## src/rtl/mem_pattern_tester.sv

```systemverilog
// mem_pattern_tester: self-checking DRAM exerciser on the host clock domain.
// It writes a selectable pattern over a word range, waits for the write path to drain,
// reads the range back through the read-address / read-data FIFOs and compares every
// returned word against a locally regenerated copy of the pattern.
//
// Ports:
//   clk, rst        host clock, asynchronous active-high reset
//   start           level request to begin a run (honoured only when idle or done)
//   pattern_sel     0: addr, 1: ~addr, 2: Galois LFSR, 3: walking one (latched at start)
//   haddr           word address for the current write or read request
//   busy            write FIFO or read-address FIFO full
//   wr_enable       write push strobe, wr_data carries the word
//   rd_enable       read-address push strobe
//   rd_data, rd_rdy head of the read-data FIFO and its not-empty flag
//   rd_ack          read-data pop strobe
//   done, pass      run finished / finished cleanly
//   timeout         read phase aborted by the watchdog
//   err_count       saturating mismatch count
//   first_err_addr  address of the first mismatching word
module mem_pattern_tester #(
  parameter int unsigned HADDR_WIDTH  = 24,
  parameter int unsigned DATA_WIDTH   = 16,
  parameter int unsigned ADDR_START   = 0,
  parameter int unsigned ADDR_COUNT   = 256,
  parameter int unsigned MAX_OUTST    = 4,
  parameter int unsigned DRAIN_CYCLES = 16,
  parameter int unsigned TIMEOUT      = 4096,
  parameter logic [15:0] SEED         = 16'hA5C3
) (
  input  logic                   clk,
  input  logic                   rst,
  input  logic                   start,
  input  logic [1:0]             pattern_sel,
  output logic [HADDR_WIDTH-1:0] haddr,
  input  logic                   busy,
  output logic                   wr_enable,
  output logic [DATA_WIDTH-1:0]  wr_data,
  output logic                   rd_enable,
  input  logic [DATA_WIDTH-1:0]  rd_data,
  input  logic                   rd_rdy,
  output logic                   rd_ack,
  output logic                   done,
  output logic                   pass,
  output logic                   timeout,
  output logic [15:0]            err_count,
  output logic [HADDR_WIDTH-1:0] first_err_addr
);

  localparam int unsigned IdxW = $clog2(ADDR_COUNT + 1);
  localparam int unsigned OutW = $clog2(MAX_OUTST + 1);
  localparam int unsigned DrW  = $clog2(DRAIN_CYCLES + 1);
  localparam int unsigned WdW  = $clog2(TIMEOUT + 1);

  localparam logic [IdxW-1:0]        Count     = IdxW'(ADDR_COUNT);
  localparam logic [IdxW-1:0]        LastIdx   = IdxW'(ADDR_COUNT - 1);
  localparam logic [OutW-1:0]        MaxOut    = OutW'(MAX_OUTST);
  localparam logic [DrW-1:0]         DrainLast = DrW'(DRAIN_CYCLES - 1);
  localparam logic [WdW-1:0]         WdLast    = WdW'(TIMEOUT - 1);
  localparam logic [HADDR_WIDTH-1:0] Base      = HADDR_WIDTH'(ADDR_START);

  typedef enum logic [2:0] {StIdle, StWrite, StDrain, StRead, StDone} state_e;

  // Right-shifting Galois form of x^16+x^14+x^13+x^11+1.
  function automatic logic [15:0] lfsr_next(input logic [15:0] s);
    return {1'b0, s[15:1]} ^ (s[0] ? 16'hB400 : 16'h0000);
  endfunction

  function automatic logic [15:0] pat_word(input logic [1:0]  sel,
                                           input logic [15:0] a,
                                           input logic [15:0] lfsr);
    logic [15:0] w;
    case (sel)
      2'd0:    w = a;
      2'd1:    w = ~a;
      2'd2:    w = lfsr;
      default: w = 16'h0001 << a[3:0];
    endcase
    return w;
  endfunction

  state_e                 state_q, state_d;
  logic [1:0]             sel_q, sel_d;
  // Shared request index: write index during WRITE, issue index during READ.
  logic [IdxW-1:0]        req_idx_q, req_idx_d;
  logic [15:0]            req_lfsr_q, req_lfsr_d;
  logic [IdxW-1:0]        chk_idx_q, chk_idx_d;
  logic [15:0]            chk_lfsr_q, chk_lfsr_d;
  logic [DrW-1:0]         drain_q, drain_d;
  logic [OutW-1:0]        outst_q, outst_d;
  logic [WdW-1:0]         wd_q, wd_d;
  logic                   ack_q, ack_d;
  logic [15:0]            err_q, err_d;
  logic [HADDR_WIDTH-1:0] ferr_q, ferr_d;
  logic                   done_q, done_d;
  logic                   timeout_q, timeout_d;

  logic [HADDR_WIDTH-1:0] req_addr;
  logic [HADDR_WIDTH-1:0] chk_addr;
  logic [DATA_WIDTH-1:0]  req_word;
  logic [DATA_WIDTH-1:0]  exp_word;

  assign req_addr = Base + HADDR_WIDTH'(req_idx_q);
  assign chk_addr = Base + HADDR_WIDTH'(chk_idx_q);
  assign req_word = DATA_WIDTH'(pat_word(sel_q, 16'(req_addr), req_lfsr_q));
  assign exp_word = DATA_WIDTH'(pat_word(sel_q, 16'(chk_addr), chk_lfsr_q));

  always_comb begin
    state_d    = state_q;
    sel_d      = sel_q;
    req_idx_d  = req_idx_q;
    req_lfsr_d = req_lfsr_q;
    chk_idx_d  = chk_idx_q;
    chk_lfsr_d = chk_lfsr_q;
    drain_d    = drain_q;
    outst_d    = outst_q;
    wd_d       = wd_q;
    err_d      = err_q;
    ferr_d     = ferr_q;
    done_d     = done_q;
    timeout_d  = timeout_q;
    haddr      = '0;
    wr_enable  = 1'b0;
    wr_data    = '0;
    rd_enable  = 1'b0;
    rd_ack     = 1'b0;

    case (state_q)
      StIdle, StDone: begin
        if (start) begin
          state_d    = StWrite;
          sel_d      = pattern_sel;
          req_idx_d  = '0;
          req_lfsr_d = SEED;
          chk_idx_d  = '0;
          chk_lfsr_d = SEED;
          drain_d    = '0;
          outst_d    = '0;
          wd_d       = '0;
          err_d      = '0;
          ferr_d     = '0;
          done_d     = 1'b0;
          timeout_d  = 1'b0;
        end
      end

      StWrite: begin
        haddr   = req_addr;
        wr_data = req_word;
        if (!busy) begin
          wr_enable  = 1'b1;
          req_idx_d  = req_idx_q + IdxW'(1);
          req_lfsr_d = lfsr_next(req_lfsr_q);
          if (req_idx_q == LastIdx) begin
            state_d = StDrain;
            drain_d = '0;
          end
        end
      end

      StDrain: begin
        // Only an unbroken run of non-busy cycles counts as drained.
        if (busy) begin
          drain_d = '0;
        end else if (drain_q == DrainLast) begin
          state_d   = StRead;
          req_idx_d = '0;
          chk_idx_d = '0;
          outst_d   = '0;
          wd_d      = '0;
        end else begin
          drain_d = drain_q + DrW'(1);
        end
      end

      StRead: begin
        haddr     = req_addr;
        rd_enable = !busy && (outst_q < MaxOut) && (req_idx_q < Count);
        // Skip a cycle after each pop so the FIFO head has time to advance.
        rd_ack    = rd_rdy && !ack_q;

        if (rd_enable) begin
          req_idx_d = req_idx_q + IdxW'(1);
        end

        if (rd_ack) begin
          chk_idx_d  = chk_idx_q + IdxW'(1);
          chk_lfsr_d = lfsr_next(chk_lfsr_q);
          if (rd_data != exp_word) begin
            if (err_q != 16'hFFFF) begin
              err_d = err_q + 16'd1;
            end
            // err_q never returns to zero, so zero marks the first mismatch.
            if (err_q == 16'd0) begin
              ferr_d = chk_addr;
            end
          end
        end

        if (rd_enable && !rd_ack) begin
          outst_d = outst_q + OutW'(1);
        end else if (!rd_enable && rd_ack) begin
          outst_d = outst_q - OutW'(1);
        end

        if (rd_enable || rd_ack) begin
          wd_d = '0;
        end else if (wd_q == WdLast) begin
          timeout_d = 1'b1;
          done_d    = 1'b1;
          state_d   = StDone;
        end else begin
          wd_d = wd_q + WdW'(1);
        end

        if (rd_ack && (chk_idx_q == LastIdx)) begin
          done_d  = 1'b1;
          state_d = StDone;
        end
      end

      default: state_d = StIdle;
    endcase
  end

  assign ack_d = rd_ack;

  always_ff @(posedge clk or posedge rst) begin
    if (rst) begin
      state_q <= StIdle;
    end else begin
      state_q <= state_d;
    end
  end

  always_ff @(posedge clk or posedge rst) begin
    if (rst) begin
      sel_q      <= '0;
      req_idx_q  <= '0;
      req_lfsr_q <= '0;
      chk_idx_q  <= '0;
      chk_lfsr_q <= '0;
      drain_q    <= '0;
      outst_q    <= '0;
      wd_q       <= '0;
      ack_q      <= 1'b0;
      err_q      <= '0;
      ferr_q     <= '0;
      done_q     <= 1'b0;
      timeout_q  <= 1'b0;
    end else begin
      sel_q      <= sel_d;
      req_idx_q  <= req_idx_d;
      req_lfsr_q <= req_lfsr_d;
      chk_idx_q  <= chk_idx_d;
      chk_lfsr_q <= chk_lfsr_d;
      drain_q    <= drain_d;
      outst_q    <= outst_d;
      wd_q       <= wd_d;
      ack_q      <= ack_d;
      err_q      <= err_d;
      ferr_q     <= ferr_d;
      done_q     <= done_d;
      timeout_q  <= timeout_d;
    end
  end

  assign done           = done_q;
  assign timeout        = timeout_q;
  assign err_count      = err_q;
  assign first_err_addr = ferr_q;
  assign pass           = done_q && (err_q == 16'd0) && !timeout_q;

endmodule

```

## config.mk

```make
export PLATFORM = sky130hd
export DESIGN_NAME = mem_pattern_tester
export DESIGN_NICKNAME = d
export VERILOG_FILES = /design/src/rtl/mem_pattern_tester.sv
export SDC_FILE = /design/constraint.sdc
export NUM_CORES = 1
export LEC_CHECK = 0
export CAP_MARGIN = 20
export CORE_MARGIN = 2
export CORE_UTILIZATION = 45
export CTS_BUF_LIST = sky130_fd_sc_hd__clkbuf_8
export CTS_CLUSTER_DIAMETER = 60
export DETAILED_ROUTE_END_ITERATION = 7
export PLACE_DENSITY_LB_ADDON = 0.3
export SETUP_SLACK_MARGIN = 0.15
export SLEW_MARGIN = 40
export SYNTH_ARGS = -nofsm -noshare
export SYNTH_HDL_FRONTEND = slang
export SYNTH_SLANG_ARGS = --single-unit
```

## constraint.sdc

```tcl
create_clock -name clk -period 8.4 [get_ports clk]
set_clock_uncertainty 0.1 [all_clocks]
set_input_delay 1.26 -clock clk [delete_from_list [all_inputs] [get_ports clk]]
set_output_delay 1.26 -clock clk [all_outputs]
set_load 0.02 [all_outputs]
```

Word level (Yosys, flattened, before mapping):

Index checks and enable logic that the tools add are counted.

* flip-flop bits (word level): 119
* bits of input ports: 23
* logic and storage cells: 161

* add/subtract/negate cells: 7
* $lt $le $gt $ge: 2
* eq/ne operators: 29
* shift operators: 2
* mux-type cells: 66
* bitwise logic cells: 4
* reduce and logical (&&, ||, !) cells: 37

Operators by type and width (number)
* 2-to-1 mux 16 bit: 10
* 2-to-1 mux 24 bit: 4
* case mux 16 bit (2 select lines): 3
* case mux 16 bit (3 select lines): 2
* 2-to-1 mux 13 bit: 5
* 2-to-1 mux 9 bit: 7
* case mux 24 bit (2 select lines): 1
* 2-to-1 mux 3 bit: 13
* case mux 13 bit (3 select lines): 1
* case mux 9 bit (4 select lines): 1
* NOT 9 -> 16 bit: 2
* << shifter 1 x 4 -> 16 bit (first input constant): 2
* bitwise XOR 15 x 16 -> 16 bit: 2
* AND reduction 5 bit: 6
* case mux 9 bit (3 select lines): 1
* 2-to-1 mux 5 bit: 5
* != test 2 bit (second input constant): 12
* adder 9 x 1 -> 9 bit (second input constant): 2
* equality test 9 x 8 -> 1 bit (second input constant): 2
* adder 16 x 1 -> 16 bit (second input constant): 1
* logical NOT 16 bit: 1
* != test 16 bit: 1
* != test 16 bit (second input constant): 1
* != test 3 bit (second input constant): 5
* other kinds (32): 57

Depth between registers and ports, before layout:

* word-level depth: 8
* gate-level depth with buffers: 13
* depth with buffers taken out: 11

Worst setup path before layout:

No wires, ideal clock.

* path type: input port to output port
* start: input port rd_rdy
* end: output port rd_ack
* arrival time: 2224 ps
* path slack: 4816 ps
* stages on the path: 4
* buffers on the path: 1
* path through: nor2b_1 -> nand2_2 -> clkinv_1 -> clkbuf_1

* longest elaborated chain between the ends: 2

RTL lines
* start: declaration: RTL line 40 `input logic rd_rdy,`
* logical AND 1 bit: RTL line 179 `rd_ack = rd_rdy && !ack_q;`
* 2-to-1 mux 1 bit: RTL line 127 `case (state_q)`
* end: declaration: RTL line 41 `output logic rd_ack,`

No other way between the ends.

Worst setup path in the final report:

Ends and elaborated chain as after synthesis.

==> impl_summary.md <==
Cells and area
The multi-input combinational cells in the finished layout cover a total of 0.00393 mm². The growth of design area from synthesis to finish is 12.6%. The final layout contains 938 nets. After filler insertion, the fill cell instance count of the layout stands at 1474. The most common cell after layout, fill and taps aside is nand2_1. The final standard cell area without fillers is 0.00789 mm². The library cells used most frequently in the layout, excluding fill and tap cells, are nand2_1 (119), dfrtp_1 (102), clkdlybuf4s50_1 (78). Summing all flip-flop and latch instances after layout gives 0.00261 mm².

The antenna diode count is 0. The fraction of layout instances using a drive strength above 1 is 0.0401. The share of the core filled with cells is 0.519. Once layout is complete, the cells apart from fillers number 1086.

STA
Setup violations remaining at the end of the flow were counted as 0. Summed over all failing endpoints, the final setup total negative slack is 0 ns. Static timing analysis puts the maximum clock frequency at 0.204 GHz.

The worst-case headroom to the max-slew limit is 0.488. Once routing completed, OpenROAD measured the worst setup slack at 3.51 ns. The slew of the pin with the lowest slew margin is 0.765 ns. The share of the cycle needed by the critical path after routing is 0.582. The count of final max-slew check failures was 0.

Setup repair after global routing left no endpoint under its margin. The number of failing hold endpoints at the final stage is 0. The time the worst path needs with I/O delays and setup is 4.89 ns.

Clock tree
The clock passes through at most 2 buffers. CTS built an H-tree with a depth of 3. The number of buffers created by CTS is 9. The root cell of the clock tree is clkbuf_8.

The post-cts resize count is 0. The clock network latency to the later pin of the worst-skew pair is 0.38 ns. For this design, the CTS-stage hold fixing added 0 buffers. The clock net sink count is 104. TritonCTS built the clock tree. The count of buffers added by post-CTS timing repair for setup is 0.

The clock slew seen by the registers of the worst setup and hold paths is 0.09 ns.

Floorplanning
The placeable core area is 0.0152 mm². 109 I/O pins were placed. The die covers 0.0166 mm². The die is 129 µm wide. The die height is 129 µm.

The initial utilization of the core area, before any placement, comes to 0.461. The number of core rows is 45.

Detailed routing
After detailed routing, the number of remaining DRC violations is 0. The detailed router finished its first iteration with 642 violations. The remaining antenna violation count after routing is 0. In the routed layout, each cell is associated on average with a via count of 5.79. The number of vias in the routed layout is 6285. After detailed routing, the average wire length per cell comes to 16.7 µm. The first-pass iteration count of the detailed router is 5. The final layout contains routed wiring with a total length of 18.2 mm.

Placed design
The final RePlAce weighted congestion is 0.940. In this run the tool buffered the top-level ports with 78 buffer cells. In this run, placement finished with an instance count of 1070.

The placement-stage worst setup slack is 3.53 ns. The placed standard-cell area is 0.00772 mm². Summed over all nets, the half-perimeter wirelength after detailed placement is 12.9 mm.

Setup path
The highest fanout seen on the critical path is 26. The arrival time of the worst setup path is 3.53 ns. STA classifies the critical path endpoint as an output pin. The startpoint of the lowest-slack register-to-register path is sel_q[1]. The launching element type of the critical path is an input port. In this run the worst setup path begins at rd_rdy. The minimum setup slack among reg-to-reg paths is 4.24 ns.

STA puts the critical path data required time at 7.04 ns. The type of the worst setup path is in -> out.

Global route
The total grt overflow is 0. The pin count of the biggest net entering global routing is 69. The global-route wire length before repair is 29.2 mm. The initial antenna violation count is 0.

The global-route usage over all layers is 0.222. The number of global-route vias before repair is 5703.

Power and ir drop
The power density of the placed cells is 283 mW/mm². The static leakage is 3.42 nW. The worst voltage drop across the vdd grid is 0.149 mV.

Synth
In the synthesized netlist the dominant register cell turns out to be dfrtp_1. For this run, the register share of the synthesized area comes to 0.372. The post-synthesis cell area is 0.00700 mm². Of all flip-flops after synthesis, the portion carrying an async set or reset was 1.00.

The post-synthesis share of cell area spent on xor and xnor gates is 0.0488. In this run the mean area of a mapped cell was 8.25 µm². The count of unique library cells instantiated by Yosys is 72. The compound-gate portion of the synthesized area is 0.167.

Counting flops with a built-in enable in the synthesized netlist gives 0. Synthesis inferred 104 register bits. The adder-cell share of the synthesized area is 0.0404.

During synthesis, Yosys emitted a total of 0 warnings. The post-synthesis simple-gate area fraction is 0.261. The largest family of logic cells by synthesized area is simple AND/OR/NAND/NOR gates.

Of the post-synthesis cell area, the part taken by muxes is 0.0259. The number of instances in the synthesized netlist is 849.

Run status
The flow ran to the end, and the final reports show no timing, DRC or antenna violations.

Worst hold path
The start point of the worst hold path is drain_q[4]. The path class of the tightest hold or removal check is reg -> reg.

Flow run
The max-capacitance violation count is 0.
-- flip-flops by register name (all words and copies together) (netlist names), 2 cells and up --
register / flops
chk_idx_q: 9
chk_lfsr_q: 16
state_q: 3
req_lfsr_q: 16
sel_q: 2
wd_q: 13
err_count: 16
outst_q: 3
drain_q: 5
req_idx_q: 9
first_err_addr: 9
-- cells in the mapped netlist (5+ instances only) --
cell type	n	share of area
buf_2	13	0.0093
and2_1	11	0.0098
o22a_1	5	0.0063
a21oi_1	35	0.025
nor2_1	68	0.036
mux2i_1	17	0.024
nand2b_1	11	0.0098
clkbuf_1	26	0.014
nor2b_1	8	0.0071
nand2_1	119	0.064
nand3_1	50	0.036
xor2_1	19	0.024
o31ai_1	8	0.0086
xnor2_1	20	0.025
or3_1	11	0.0098
and3_1	15	0.013
nor4_1	12	0.011
nand4_1	13	0.012
inv_1	34	0.018
or4_1	8	0.0086
o22ai_1	8	0.0071
a31oi_1	5	0.0045
nand3b_1	7	0.0075
o21ai_0	57	0.041
nor3_1	17	0.012
dfrtp_1	104	0.37
ha_1	21	0.038
a22o_1	8	0.010
buf_4	34	0.036
a311oi_1	7	0.0088
a22oi_1	7	0.0075
-- where the power goes --
part	internal (W)	switching (W)	total, W
Sequential	0.000612	0.000150	0.000762
Clock	0.000106	0.000177	0.000282
Combinational	0.000448	0.000740	0.00119
-- worst paths after layout --
kind,end,cells after the start
worst max register to register,first_err_addr[4],9
max in group asynchronous,sel_q[0],3
worst max-delay path,rd_ack,5
worst min register to register,drain_q[4],2
worst min-delay path,drain_q[4],2
min in group asynchronous,done,2
-- per-layer routing --
layer	vias to the layer above	wire length, µm	global-route usage
met2	234	8110	0.343
met5	-	0	0
met3	35	1230	0.0516
li1	3023	-	-
met1	2993	8280	0.305
met4	0	558	0.0793
-- cell type report --
cell class	instances	area share
Inverter	36	0.0174
Tap cell	188	0.0298
Sequential cell	104	0.330
Multi-Input combinational cell	659	0.498
Timing Repair Buffer	83	0.104
Clock buffer	9	0.0157
Clock inverter	7	0.00523
-- through the flow --
stage / hold WS [ns] / total power [W]
global route: 0.414 / 0.00240
floorplan: 0.342 / 0.00162
global placement: 0.366 / 0.00193
CTS: 0.389 / 0.00223
finish: 0.384 / 0.00223
detailed placement: 0.367 / 0.00195
-- critical path, stage by stage --
cell and delay [ns]:
clkdlybuf4s50_1 0.49, nor2b_1 0.36, nand2_2 0.34, clkinv_1 0.39
clkdlybuf4s50_1 0.68
-- logic make-up (layout without fill, tap and decap cells) --
logic type	after synthesis	after routing
XOR/XNOR	39	39
buffers and inverters	115	135
multiplexers	18	18
flip-flops	104	104
AO/OA/AOI/OAI	180	180
adder cells (fa/ha/maj)	22	22
other	1	30
AND/OR/NAND/NOR	370	370
Power figures use the tool's default switching activity.
